### src/rtl/peripheral_bus_pkg.sv
// Shared constants for the memory-mapped peripheral block.
// Holds the fixed word address map, the TCON bit positions and the
// widths of the LEDS and DIGITS registers.
package peripheral_bus_pkg;

    localparam logic [31:0] ADDR_TH      = 32'h4000_0000;
    localparam logic [31:0] ADDR_TL      = 32'h4000_0004;
    localparam logic [31:0] ADDR_TCON    = 32'h4000_0008;
    localparam logic [31:0] ADDR_LEDS    = 32'h4000_000C;
    localparam logic [31:0] ADDR_DIGITS  = 32'h4000_0010;
    localparam logic [31:0] ADDR_SYSTICK = 32'h4000_0014;

    localparam int TCON_EN = 0;
    localparam int TCON_IE = 1;
    localparam int TCON_ST = 2;
    localparam int TCON_W  = 3;

    localparam int LEDS_W   = 8;
    localparam int DIGITS_W = 12;

endpackage

### src/rtl/peripheral_bus_timer_core.sv
// Reloadable 32-bit timer: TH (reload), TL (counter), TCON (control/status).
// Ports:
//   clk, reset    - clock, async active-low reset
//   th_we/tl_we/tcon_we - decoded write enables from the bus
//   wdata         - store data
//   th, tl, tcon  - register contents for the read mux
//   irq           - TCON.IE & TCON.ST
module timer_core
    import peripheral_bus_pkg::*;
(
    input  logic              clk,
    input  logic              reset,
    input  logic              th_we,
    input  logic              tl_we,
    input  logic              tcon_we,
    input  logic [31:0]       wdata,
    output logic [31:0]       th,
    output logic [31:0]       tl,
    output logic [TCON_W-1:0] tcon,
    output logic              irq
);

    logic ovf;

    assign ovf = tcon[TCON_EN] && (tl == 32'hFFFF_FFFF);
    assign irq = tcon[TCON_IE] & tcon[TCON_ST];

    // CPU writes override same-cycle hardware updates. The reload reads
    // the registered (old) TH, so a TH write during overflow does not
    // affect the value loaded this cycle.
    always_ff @(posedge clk or negedge reset) begin
        if (!reset) begin
            th   <= '0;
            tl   <= '0;
            tcon <= '0;
        end else begin
            if (th_we)
                th <= wdata;

            if (tl_we)
                tl <= wdata;
            else if (ovf)
                tl <= th;
            else if (tcon[TCON_EN])
                tl <= tl + 32'd1;

            // Status is sticky; only a software TCON write clears it.
            if (tcon_we)
                tcon <= wdata[TCON_W-1:0];
            else if (ovf && tcon[TCON_IE])
                tcon[TCON_ST] <= 1'b1;
        end
    end

endmodule

### src/rtl/peripheral_bus.sv
// Memory-mapped peripheral block on the CPU MEM stage.
// Decodes the fixed address map, holds LEDS, DIGITS and SYSTICK, hosts the
// timer and drives a zero-latency combinational read mux.
// Ports:
//   clk, reset          - clock, async active-low reset
//   MemRead, MemWrite   - MEM-stage strobes
//   Address, Write_Data - byte address and store data
//   Read_Data           - addressed register when MemRead & Periph_Hit, else 0
//   Periph_Hit          - Address matches one of the six mapped words
//   leds, digits, irq   - LED register, seven-segment register, timer irq
module peripheral_bus
    import peripheral_bus_pkg::*;
(
    input  logic                clk,
    input  logic                reset,
    input  logic                MemRead,
    input  logic                MemWrite,
    input  logic [31:0]         Address,
    input  logic [31:0]         Write_Data,
    output logic [31:0]         Read_Data,
    output logic                Periph_Hit,
    output logic [LEDS_W-1:0]   leds,
    output logic [DIGITS_W-1:0] digits,
    output logic                irq
);

    logic sel_th, sel_tl, sel_tcon, sel_leds, sel_digits, sel_sys;
    logic [31:0]       th, tl, systick;
    logic [TCON_W-1:0] tcon;

    // Full 32-bit compare, so misaligned or aliased addresses never hit.
    assign sel_th     = (Address == ADDR_TH);
    assign sel_tl     = (Address == ADDR_TL);
    assign sel_tcon   = (Address == ADDR_TCON);
    assign sel_leds   = (Address == ADDR_LEDS);
    assign sel_digits = (Address == ADDR_DIGITS);
    assign sel_sys    = (Address == ADDR_SYSTICK);

    assign Periph_Hit = sel_th | sel_tl | sel_tcon | sel_leds | sel_digits | sel_sys;

    timer_core u_timer (
        .clk     (clk),
        .reset   (reset),
        .th_we   (MemWrite & sel_th),
        .tl_we   (MemWrite & sel_tl),
        .tcon_we (MemWrite & sel_tcon),
        .wdata   (Write_Data),
        .th      (th),
        .tl      (tl),
        .tcon    (tcon),
        .irq     (irq)
    );

    // SYSTICK is read-only: it has no write path at all.
    always_ff @(posedge clk or negedge reset) begin
        if (!reset) begin
            leds    <= '0;
            digits  <= '0;
            systick <= '0;
        end else begin
            systick <= systick + 32'd1;
            if (MemWrite && sel_leds)
                leds <= Write_Data[LEDS_W-1:0];
            if (MemWrite && sel_digits)
                digits <= Write_Data[DIGITS_W-1:0];
        end
    end

    // Reads see pre-edge register values, so a same-cycle read/write
    // returns the old contents.
    always_comb begin
        Read_Data = 32'h0;
        if (MemRead) begin
            if (sel_th)     Read_Data = th;
            if (sel_tl)     Read_Data = tl;
            if (sel_tcon)   Read_Data = 32'(tcon);
            if (sel_leds)   Read_Data = 32'(leds);
            if (sel_digits) Read_Data = 32'(digits);
            if (sel_sys)    Read_Data = systick;
        end
    end

endmodule
### config.mk
export PLATFORM = sky130hd
export DESIGN_NAME = peripheral_bus
export DESIGN_NICKNAME = d
export VERILOG_FILES = /design/src/rtl/peripheral_bus_pkg.sv /design/src/rtl/peripheral_bus_timer_core.sv /design/src/rtl/peripheral_bus.sv
export SDC_FILE = /design/constraint.sdc
export NUM_CORES = 1
export LEC_CHECK = 0
export ABC_CLOCK_PERIOD_IN_PS = 2300
export CAP_MARGIN = 20
export CORE_UTILIZATION = 49
export CTS_CLUSTER_DIAMETER = 60
export DETAILED_ROUTE_END_ITERATION = 10
export PLACE_DENSITY_LB_ADDON = 0.08
export SYNTH_ARGS = -nofsm -noshare
export SYNTH_HDL_FRONTEND = slang
export SYNTH_SLANG_ARGS = --single-unit
### constraint.sdc
create_clock -name clk -period 2.3 [get_ports clk]
set_input_delay 0.345 -clock clk [delete_from_list [all_inputs] [get_ports clk]]
set_output_delay 0.345 -clock clk [all_outputs]
set_load 0.03 [all_outputs]
==> run_results.csv, run 1 <==
group,metric,value,unit
setup_path,worst_ep_required_time,1.96,ns
timing,setup_viol_count_final,30,
timing,rsz0062_at_grt,"yes",
timing,fin_crit_sh,1.165,
cells_and_area,nets,983,
routing,drc,0,
placement,dp_hpwl,16.69,mm
grt,use_met1,0.4633,
logic_synthesis,synth_top_area_frac,0.4241,
setup_path,endpoint_kind,"primary output",
floorplan,core_area,0.01393,mm2
run_status,violations,"setup timing",
setup_path,worstReg2RegEnd,"u_timer.tl[20]$_DFFE_PN0P_",
setup_path,start_kind,"primary input",
timing,clock.fmax,373.2,MHz
grt,track_usage,0.3320,
cts,clock_latency,0.42,ns
logic_synthesis,syn_nets,773,
setup_path,cpMostUsedCell,"buf_6",
grt,grt_pass1_vias,6713,
logic_synthesis,netlist_area,0.007022,mm2
flow_run,maxCapViolCount,0,
grt,globalRouteOverflowTotal,0,
setup_path,critPathSlowestCell,"or4_4",
pwr,power_frac_comb,0.066,
logic_synthesis,yosysUniqueCellTypes,56,
logic_synthesis,synth_area_leaders,"dfrtp_1, mux2_2, mux2i_1",
setup_path,critPathMaxStageDelay,0.57,ns
cts,numCtsBuffers,17,
grt,grt_use_met3,0.06461,
pwr,p_switching,1231,uW
logic_synthesis,synth_ff_type,"dfrtp_1",
floorplan,initial_core_util,0.5039,
cells_and_area,regArea,0.002978,mm2
timing,finClkSkew,0.009826,ns
cells_and_area,multi_input_area,0.004274,mm2
cells_and_area,n_antenna_cell,0,
pwr,swShare,0.2369,
logic_synthesis,postSynth.asyncResetShare,1.000,
setup_path,r2r_slack,0.06,ns
cts,htreeDepth,4,
logic_synthesis,synth_commonest_cells,"dfrtp_1, mux2_2, mux2i_1, nand2_1, nor2_1",
logic_synthesis,synth.most_common_cell,"dfrtp_1",
routing,first_iter_violations,722,
setup_path,critPathKind,"in2out",
pwr,power_frac_seq,0.403,
timing,worst_slew_pin_slew,0.5226,ns
pwr,vdd_drop_max,0.5822,mV
timing,max-slew-margin-rel,0.6416,
run_status,outcome,"finished with violations",
grt,grt_pass1_wl,37.05,mm
setup_path,worstReg2RegStart,"u_timer.tl[0]$_DFFE_PN0P_",
cts,cts_buffer_depth,2,
logic_synthesis,ys_ff_latch,119,
setup_path,worstPathArrival,2.33,ns
setup_path,crit_path_start,"Address[7]",
floorplan,io_pins,122,
setup_path,crit_fanout,5,
timing,hold_viol_final,0,
setup_path,critPathBufInv,5,
logic_synthesis,syn_area_per_cell,9.988,um2
hold_path,hp-class,"in2async",
cts,path_clk_slew,0.06,ns
routing,routed_via_density,6.197,
floorplan,fp.dieW,121.7,um
setup_path,critPathTopFamily,"simple AND/OR/NAND/NOR gates",
floorplan,die-area,0.01481,mm2
timing,slew_violations,0,
cells_and_area,syn2layout_area_growth,46.61,%
grt,top_usage_layer,"met2",
routing,ant_nets,0,
setup_path,worst-r2r-cell-count,6,
grt,antenna_found_initial,0,
pwr,power.density,504.6,mW/mm2
routing,drt_pass1_iterations,7,
setup_path,crit_chain,"buf_6 -> nor4_4 -> nand4_1 -> or4_4 -> buf_6 -> nor3_4 -> buf_6 -> buf_12 -> o2bb2ai_4 -> buf_6",
pwr,intPower,3964,uW
grt,met2_usage,0.5202,
logic_synthesis,yosys_warnings,0,
placement,place.gp.congestion,0.9491,
logic_synthesis,synth_edf_count,0,
logic_synthesis,synth_cells,703,
cells_and_area,drive_gt1_frac,0.3503,
timing,whs,0.3458,ns
routing,drt-total-wl,23.99,mm
pwr,clkPwrFrac,0.530,
timing,setup_slack,-0.3796,ns
timing,final.setup.tns,-9.519,ns
cts,cts_tree,"built",
placement,port_buffers,121,
routing,wire_per_inst,21.71,um
routing,vias,6848,
timing,fin_crit,2.680,ns
floorplan,rows,43,
cts,clock-root-buffer,"clkbuf_16",
cts,clock-sinks,119,
logic_synthesis,yosysTopAreaCell,"dfrtp_1",
grt,grt_max_degree,50,
pwr,p_leak,0.004476,uW
logic_synthesis,seq_area_frac_synth,0.4241,
cells_and_area,nFillCells,959,
floorplan,die_h,121.7,um
==> worst reg2reg max path, cell delays in order (launching register included) <==
cell     delay, ns
dfrtp_1       0.40
ha_4          0.17
nand3_2       0.08
or4_4         0.54
or4_4         0.50
a211o_1       0.23
a22o_1        0.20
==> kinds of logic (layout without fill, tap and decap cells) <==
group           count (synthesis)  count (layout)  share of synthesized area
simple gates                  246             246                     0.1932
compound gates                125             125                     0.1238
xor+xnor                       36              36                    0.04490
buf+inv                        63             285                    0.03635
fa+ha+maj                       2               2                   0.003563
mux                           112             112                     0.1741
flops                         119             119                     0.4241
==> repair_timing <==
item,in CTS,in global routing
hold endpoints to repair,15,0
gates cloned,2,0
endpoints found under the setup margin,37,40
pin swaps,15,20
setup buffers,11,4
resized for setup,196,57
hold buffers,1,0
==> sequential cells by signal, summed over array words and instances (netlist names) <==
| name | flops |
|---|---|
| u_timer.th | 32 |
| systick | 32 |
| digits | 12 |
| u_timer.tcon | 3 |
| u_timer.tl | 32 |
| leds | 8 |
==> per-stage QoR <==
stage                     cell area, um2  std cells  setup slack, ns  total power, uW  utilization
after CTS                          10180       1105          -0.4739             5207       0.7303
final                              10290       1105          -0.3796             5195       0.7388
after global placement              9107       1060           -1.008             2457       0.6536
after global routing               10290       1105          -0.4508             5335       0.7388
after floorplan                     7103        703          -0.1786             2203            -
after detailed placement            9107       1060           -1.053             2463       0.6536
==> routing by layer <==
metal | vias to the layer above | share of wire
met5 | - | 0
met4 | 0 | 0.021
met3 | 46 | 0.072
met2 | 325 | 0.48
met1 | 3416 | 0.43
li1 | 3061 | -
==> power groups by stage <==
stage	Sequential (uW)	Combinational [uW]	Clock (uW)
finish	2090	345	2760
floorplan	2130	70.3	0
global placement	2130	326	0
detailed placement	2130	331	0
global route	2090	366	2880
CTS	2090	336	2780
==> cell type report <==
cell class,count,area share
repair buffers,234,0.2079
multi-input cells,521,0.4152
flip-flops and latches,119,0.2893
clock inverters,14,0.01714
well taps,180,0.02188
inverters,20,0.007292
clock buffers,17,0.04132
==> layout by cell type (no fill, tap or decap), types with 10 or more instances in the layout <==
cell type	netlist	final
nand2_1	49	49
and3_1	13	13
nor2_1	40	38
nor3_1	14	11
o21ai_0	29	29
xor2_1	12	12
xnor2_1	24	24
mux2i_1	49	49
clkdlybuf4s50_1	0	56
nor2b_1	15	13
inv_1	19	19
nand3_1	35	33
o22ai_1	10	10
mux2_2	60	60
nor4_1	19	12
nand4_1	24	24
dfrtp_1	119	119
o31ai_1	11	11
a21oi_1	17	15
o2bb2ai_2	0	13
clkbuf_16	0	17
buf_6	0	45
buf_4	2	101
==> worst max-delay path by stage <==
stage	endpoint	slack [ns]	cells past startpoint
after global routing	Read_Data[22]	-0.45	10
final	Read_Data[30]	-0.38	10
after global placement	Read_Data[7]	-1.01	7
after CTS	Read_Data[12]	-0.47	11
after detailed placement	Read_Data[5]	-1.05	7
after floorplan	Read_Data[12]	-0.18	6
Power figures use the tool's default switching activity.
==> run 2, diff against run 1 <==
--- a/config.mk
+++ b/config.mk
@@ -5,9 +5,10 @@
 export SDC_FILE = /design/constraint.sdc
 export NUM_CORES = 1
 export LEC_CHECK = 0
+export ABC_AREA = 1
 export ABC_CLOCK_PERIOD_IN_PS = 2300
-export CAP_MARGIN = 20
-export CORE_UTILIZATION = 49
+export CAP_MARGIN = 15
+export CORE_UTILIZATION = 35
 export CTS_CLUSTER_DIAMETER = 60
 export DETAILED_ROUTE_END_ITERATION = 10
 export PLACE_DENSITY_LB_ADDON = 0.08
==> run_results.csv, run 2 <==
group,metric,value,unit
cts,clock-root-buffer,"clkbuf_16",
placement,port_buffers,121,
logic_synthesis,synth_area_leaders,"dfrtp_1, nand2_1, inv_1",
timing,setup_slack,-0.08432,ns
cts,path_clk_slew,0.06,ns
routing,drc,4,
cells_and_area,regArea,0.002978,mm2
hold_path,hp-class,"in2async",
logic_synthesis,synth_cells,1155,
grt,grt_pass1_wl,46.24,mm
pwr,power,5037,uW
setup_path,worstPathArrival,2.04,ns
cells_and_area,drive_gt1_frac,0.3056,
pwr,p_leak,0.005604,uW
routing,drt-total-wl,29.05,mm
logic_synthesis,synth_commonest_cells,"nand2_1, inv_1, dfrtp_1",
timing,fin_crit,2.384,ns
logic_synthesis,yosys_warnings,0,
logic_synthesis,syn_nets,1225,
placement,dp.cells,1610,
cells_and_area,layout_commonest_cell,"nand2_1",
logic_synthesis,synth.most_common_cell,"nand2_1",
logic_synthesis,syn_area_per_cell,6.829,um2
floorplan,die-area,0.02314,mm2
setup_path,r2r_slack,0.18,ns
placement,place.gp.congestion,0.9251,
timing,clock.fmax,419.4,MHz
grt,antenna_found_initial,0,
routing,wire_per_inst,17.25,um
cells_and_area,final_cell_mix,"nand2_1, inv_1, dfrtp_1",
cells_and_area,nets,1461,
cells_and_area,fin_cells,1684,
cells_and_area,n_antenna_cell,0,
logic_synthesis,yosysUniqueCellTypes,41,
cells_and_area,syn2layout_area_growth,53.97,%
grt,grt_pass1_vias,8414,
routing,vias,8415,
routing,drt_pass1_iterations,8,
timing,worst_slew_pin_slew,0.4421,ns
timing,setup_viol_count_final,24,
run_status,outcome,"finished with violations",
logic_synthesis,postSynth.asyncResetShare,1.000,
logic_synthesis,synth_edf_count,0,
logic_synthesis,ys_ff_latch,119,
cts,cts_buffer_depth,2,
cts,clock-sinks,119,
cts,htreeDepth,4,
floorplan,initial_core_util,0.3592,
floorplan,core_area,0.02196,mm2
routing,first_iter_violations,599,
timing,rsz0062_at_grt,"yes",
floorplan,rows,54,
cts,cts_tree,"built",
setup_path,endpoint_kind,"primary output",
flow_run,maxCapViolCount,0,
logic_synthesis,yosysTopAreaCell,"dfrtp_1",
timing,finClkSkew,0.008274,ns
cells_and_area,post-route-util,0.5530,
placement,dpl_worst_slack,-0.5721,ns
setup_path,crit_fanout,4,
cells_and_area,reg_top3,"systick: 32 flops, u_timer.th: 32 flops, u_timer.tl: 32 flops",
pwr,vdd_drop_max,0.3604,mV
floorplan,fp.dieW,152.1,um
timing,slew_violations,0,
timing,fin_crit_sh,1.037,
cts,clock_latency,0.44,ns
run_status,violations,"DRC, setup timing",
setup_path,critPathKind,"in2out",
grt,track_usage,0.2568,
timing,final.setup.tns,-0.8074,ns
routing,routed_via_density,4.997,
routing,ant_nets,0,
floorplan,io_pins,122,
logic_synthesis,synth_top_area_frac,0.3775,
cts,numCtsBuffers,17,
logic_synthesis,synth_ff_type,"dfrtp_1",
grt,grt_max_degree,47,
logic_synthesis,netlist_area,0.007888,mm2
timing,max-slew-margin-rel,0.7042,
timing,hold_viol_final,0,
cells_and_area,multi_input_area,0.005030,mm2
pwr,power.density,414.8,mW/mm2
placement,dp_hpwl,21.20,mm
logic_synthesis,seq_area_frac_synth,0.3775,
cells_and_area,nFillCells,2067,
floorplan,die_h,152.1,um
grt,globalRouteOverflowTotal,0,
setup_path,start_kind,"primary input",
setup_path,worst_ep_required_time,1.96,ns
==> run 2: changes by cell type after synthesis, moves of 26 or more <==
cell	change
mux2i_1	-49
nand2_1	+330
xor2_1	+26
inv_1	+118
nand3_1	+31
o21ai_0	+60
mux2_2	-60
nor2_1	+45
==> run 2: critical path, cell delays in order <==
cell and delay (ns):
buf_2 0.11, nor2_1 0.12, nand2_2 0.08, nor2_4 0.11, nand3_4 0.10, nor2_4 0.14
nand3_4 0.14, buf_12 0.17, buf_12 0.13, o21ai_4 0.14, buf_6 0.14, nand2_4 0.05
a21oi_4 0.13, buf_6 0.15
==> run 2: final timing paths <==
kind | start | to | cells past startpoint
setup reg to reg | systick[0]$_DFF_PN0_ | systick[26]$_DFF_PN0_ | 10
setup / recovery | Address[21] | Read_Data[25] | 14
hold reg to reg | systick[31]$_DFF_PN0_ | systick[31]$_DFF_PN0_ | 1
hold / removal | reset | u_timer.th[29]$_DFFE_PN0P_ | 2
max in group asynchronous | reset | u_timer.tl[31]$_DFFE_PN0P_ | 3
min in group clk | systick[31]$_DFF_PN0_ | systick[31]$_DFF_PN0_ | 1
==> run 2: metrics by stage <==
step | hold WS, ns | instance area, um2
global route | 0.3905 | 12140
finish | 0.3664 | 12140
floorplan | 0.04941 | 7968
detailed placement | 0.2832 | 10060
CTS | 0.3671 | 11490
global placement | 0.2818 | 10060
==> run 2: power breakdown <==
part | switching (uW) | total (uW) | internal, uW | leakage [uW]
Clock | 1100 | 2610 | 1510 | 0.000266
Combinational | 168 | 333 | 165 | 0.00374
Sequential | 0.0000900 | 2090 | 2090 | 0.00160
==> run 2: logic make-up after synthesis <==
kind of cell               Yosys count  synth area share
xor gates and xnor gates            54           0.05996
adders and majority gates            2          0.003172
AOI/OAI and AO/OA                  164            0.1101
buffers and inverters              189           0.09946
DFF                                119            0.3775
and+or+nand+nor                    627            0.3498
==> run 2: layer usage <==
metal | track usage | up-vias | routed length [um]
met4 | 0.08212 | 0 | 721
met2 | 0.4176 | 244 | 13660
met1 | 0.3480 | 3947 | 13170
li1 | - | 4175 | -
met5 | 0 | - | 0
met3 | 0.04193 | 49 | 1496
==> run 2: layout make-up <==
cell class | count | area share
multi-input cells | 847 | 0.4142
flip-flops and latches | 119 | 0.2452
repair buffers | 259 | 0.2174
inverters | 147 | 0.04739
clock buffers | 18 | 0.03534
well taps | 280 | 0.02885
clock inverters | 14 | 0.01164
==> run 2: what timing repair did <==
item,in CTS,in global routing
endpoints found under the hold margin,17,0
gates resized for setup,259,173
cloned,5,2
hold buffers,1,0
pin swaps,57,85
setup endpoints to repair,33,47
buffers inserted,30,12
==> run 3, diff against run 2 <==
--- a/config.mk
+++ b/config.mk
@@ -8,7 +8,7 @@
 export ABC_AREA = 1
 export ABC_CLOCK_PERIOD_IN_PS = 2300
 export CAP_MARGIN = 15
-export CORE_UTILIZATION = 35
+export CORE_UTILIZATION = 50
 export CTS_CLUSTER_DIAMETER = 60
 export DETAILED_ROUTE_END_ITERATION = 10
 export PLACE_DENSITY_LB_ADDON = 0.08
==> constraint.sdc (replaced) <==
create_clock -name clk -period 2.3 [get_ports clk]
set_input_delay 0.345 -clock clk [delete_from_list [all_inputs] [get_ports clk]]
set_output_delay 0.345 -clock clk [all_outputs]
set_load 0.02 [all_outputs]
==> run_results.csv, run 3 (synthesis gave the netlist of run 2 again) <==
group,metric,value,unit
routing,drt_pass1_iterations,6,
grt,antenna_found_initial,0,
grt,track_usage,0.3485,
cells_and_area,n_antenna_cell,0,
timing,clock.fmax,413.3,MHz
cells_and_area,fin_cells,1599,
grt,globalRouteOverflowTotal,0,
routing,wl_met1,11.76,mm
routing,vias,9068,
routing,met2_length,13.51,mm
timing,finClkSkew,0.008461,ns
placement,place.gp.congestion,1.014,
cells_and_area,final_cell_mix,"nand2_1, inv_1, dfrtp_1",
routing,wire_per_inst,18.32,um
timing,fin_crit,2.420,ns
routing,drt-total-wl,29.30,mm
routing,routed_via_density,5.671,
placement,dpl_worst_slack,-0.8848,ns
floorplan,core_area,0.01531,mm2
run_status,outcome,"finished with violations",
pwr,p_leak,0.005420,uW
floorplan,io_pins,122,
routing,first_iter_violations,949,
cells_and_area,drive_gt1_frac,0.2961,
setup_path,critPathKind,"in2out",
routing,ant_nets,0,
floorplan,rows,45,
setup_path,worst_ep_required_time,1.96,ns
cts,cts_buffer_depth,2,
cells_and_area,syn2layout_area_growth,48.29,%
cts,cts_tree,"built",
grt,grt_pass1_vias,8357,
cells_and_area,layout_commonest_cell,"nand2_1",
timing,setup_viol_count_final,27,
cells_and_area,reg_top3,"systick: 32 flops, u_timer.th: 32 flops, u_timer.tl: 32 flops",
flow_run,maxCapViolCount,0,
setup_path,cpMostUsedCell,"nor2_4",
cts,clock-root-buffer,"clkbuf_16",
timing,final.setup.tns,-1.270,ns
placement,dp_hpwl,19.28,mm
timing,hold_viol_final,0,
routing,wl_met3,2.872,mm
timing,setup_slack,-0.1198,ns
cells_and_area,post-route-util,0.7637,
timing,fin_crit_sh,1.052,
setup_path,critPathSlowestCell,"buf_12",
setup_path,critPathMaxStageDelay,0.19,ns
grt,grt_max_degree,59,
timing,max-slew-margin-rel,0.6231,
setup_path,start_kind,"primary input",
setup_path,endpoint_kind,"primary output",
pwr,vdd_drop_max,0.5755,mV
timing,rsz0062_at_grt,"yes",
floorplan,initial_core_util,0.5150,
routing,drc,0,
grt,grt_pass1_wl,43.43,mm
cts,path_clk_slew,0.06,ns
setup_path,crit_fanout,5,
floorplan,die-area,0.01628,mm2
pwr,power.density,439.6,mW/mm2
floorplan,die_h,127.6,um
placement,dp.cells,1535,
timing,whs,0.4478,ns
cells_and_area,nets,1445,
timing,worst_slew_pin_slew,0.5653,ns
setup_path,crit_chain,"buf_6 -> nor2_4 -> nand2_1 -> nor2_4 -> nand3_2 -> nor2_4 -> nand3_4 -> buf_12 -> buf_16 -> o21ai_2 -> nand2_1 -> a21oi_2 -> buf_4",
hold_path,hp-class,"in2async",
cts,numCtsBuffers,17,
setup_path,worstPathArrival,2.07,ns
timing,slew_violations,0,
routing,routed.top_layer,"met4",
cts,clock_latency,0.43,ns
placement,port_buffers,121,
cts,htreeDepth,4,
floorplan,fp.dieW,127.6,um
run_status,violations,"setup timing",
cts,clock-sinks,119,
==> run 3: cell types whose count changed in the layout (fill, tap and decap cells not counted), sizes merged <==
cell,change
clkbuf,-4
bufinv,+1
buf,-15
clkinvlp,-1
clkdlybuf4s15,+2
inv,-2
clkinv,+3
==> run 3: power breakdown <==
group / switching (uW) / total, uW / internal (uW)
sequential: 0.0000845 / 2090 / 2090
clock: 1060 / 2720 / 1660
combinational: 166 / 328 / 162
==> run 3: area by class of cell <==
cell class | instances | area, um2
fill | 1115 | 3618
sequential | 119 | 2979
timing repair buffer | 241 | 2441
inverter | 147 | 588.1
multi-input combinational | 847 | 4801
tap | 211 | 264.0
timing repair inverter | 2 | 23.77
clock inverter | 13 | 146.4
clock buffer | 19 | 452.9
==> run 3: metal layers <==
metal  up-vias  global-route usage
met5         -                   0
met4         0              0.1176
met3       114             0.06533
met2       552              0.5535
met1      4261              0.4789
li1       4141                   -
==> run 3: final timing paths <==
kind,endpoint,slack (ns),from,cells after the start
max in group asynchronous,u_timer.th[10]$_DFFE_PN0P_,1.15,reset,3
min in group clk,systick[31]$_DFF_PN0_,0.48,systick[31]$_DFF_PN0_,1
setup / recovery,Read_Data[19],-0.12,Address[23],13
hold reg to reg,systick[31]$_DFF_PN0_,0.48,systick[31]$_DFF_PN0_,1
setup reg to reg,u_timer.tl[30]$_DFFE_PN0P_,0.16,u_timer.tl[0]$_DFFE_PN0P_,13
hold / removal,u_timer.tcon[0]$_DFFE_PN0P_,0.45,reset,2
==> run 3: critical path: cells and delay by family <==
family	cells	cell delay (ns)
compound gates	2	0.29
buf+inv	4	0.60
simple gates	7	0.83
==> run 3: stage by stage <==
stage | cell area (um2) | total power, uW
6_report | 11700 | 5141
5_1_grt | 11700 | 5274
4_1_cts | 11020 | 5111
3_5_place_dp | 9932 | 2413
3_3_place_gp | 9932 | 2412
2_1_floorplan | 7888 | 2187
==> run 3: timing repair <==
| item | CTS | global route |
|---|---|---|
| hold endpoints to repair | 35 | 0 |
| setup buffers | 18 | 8 |
| hold buffers | 1 | 0 |
| resized for setup | 395 | 169 |
| setup endpoints to repair | 33 | 67 |
| pin swaps | 28 | 66 |
| gates cloned | 6 | 6 |
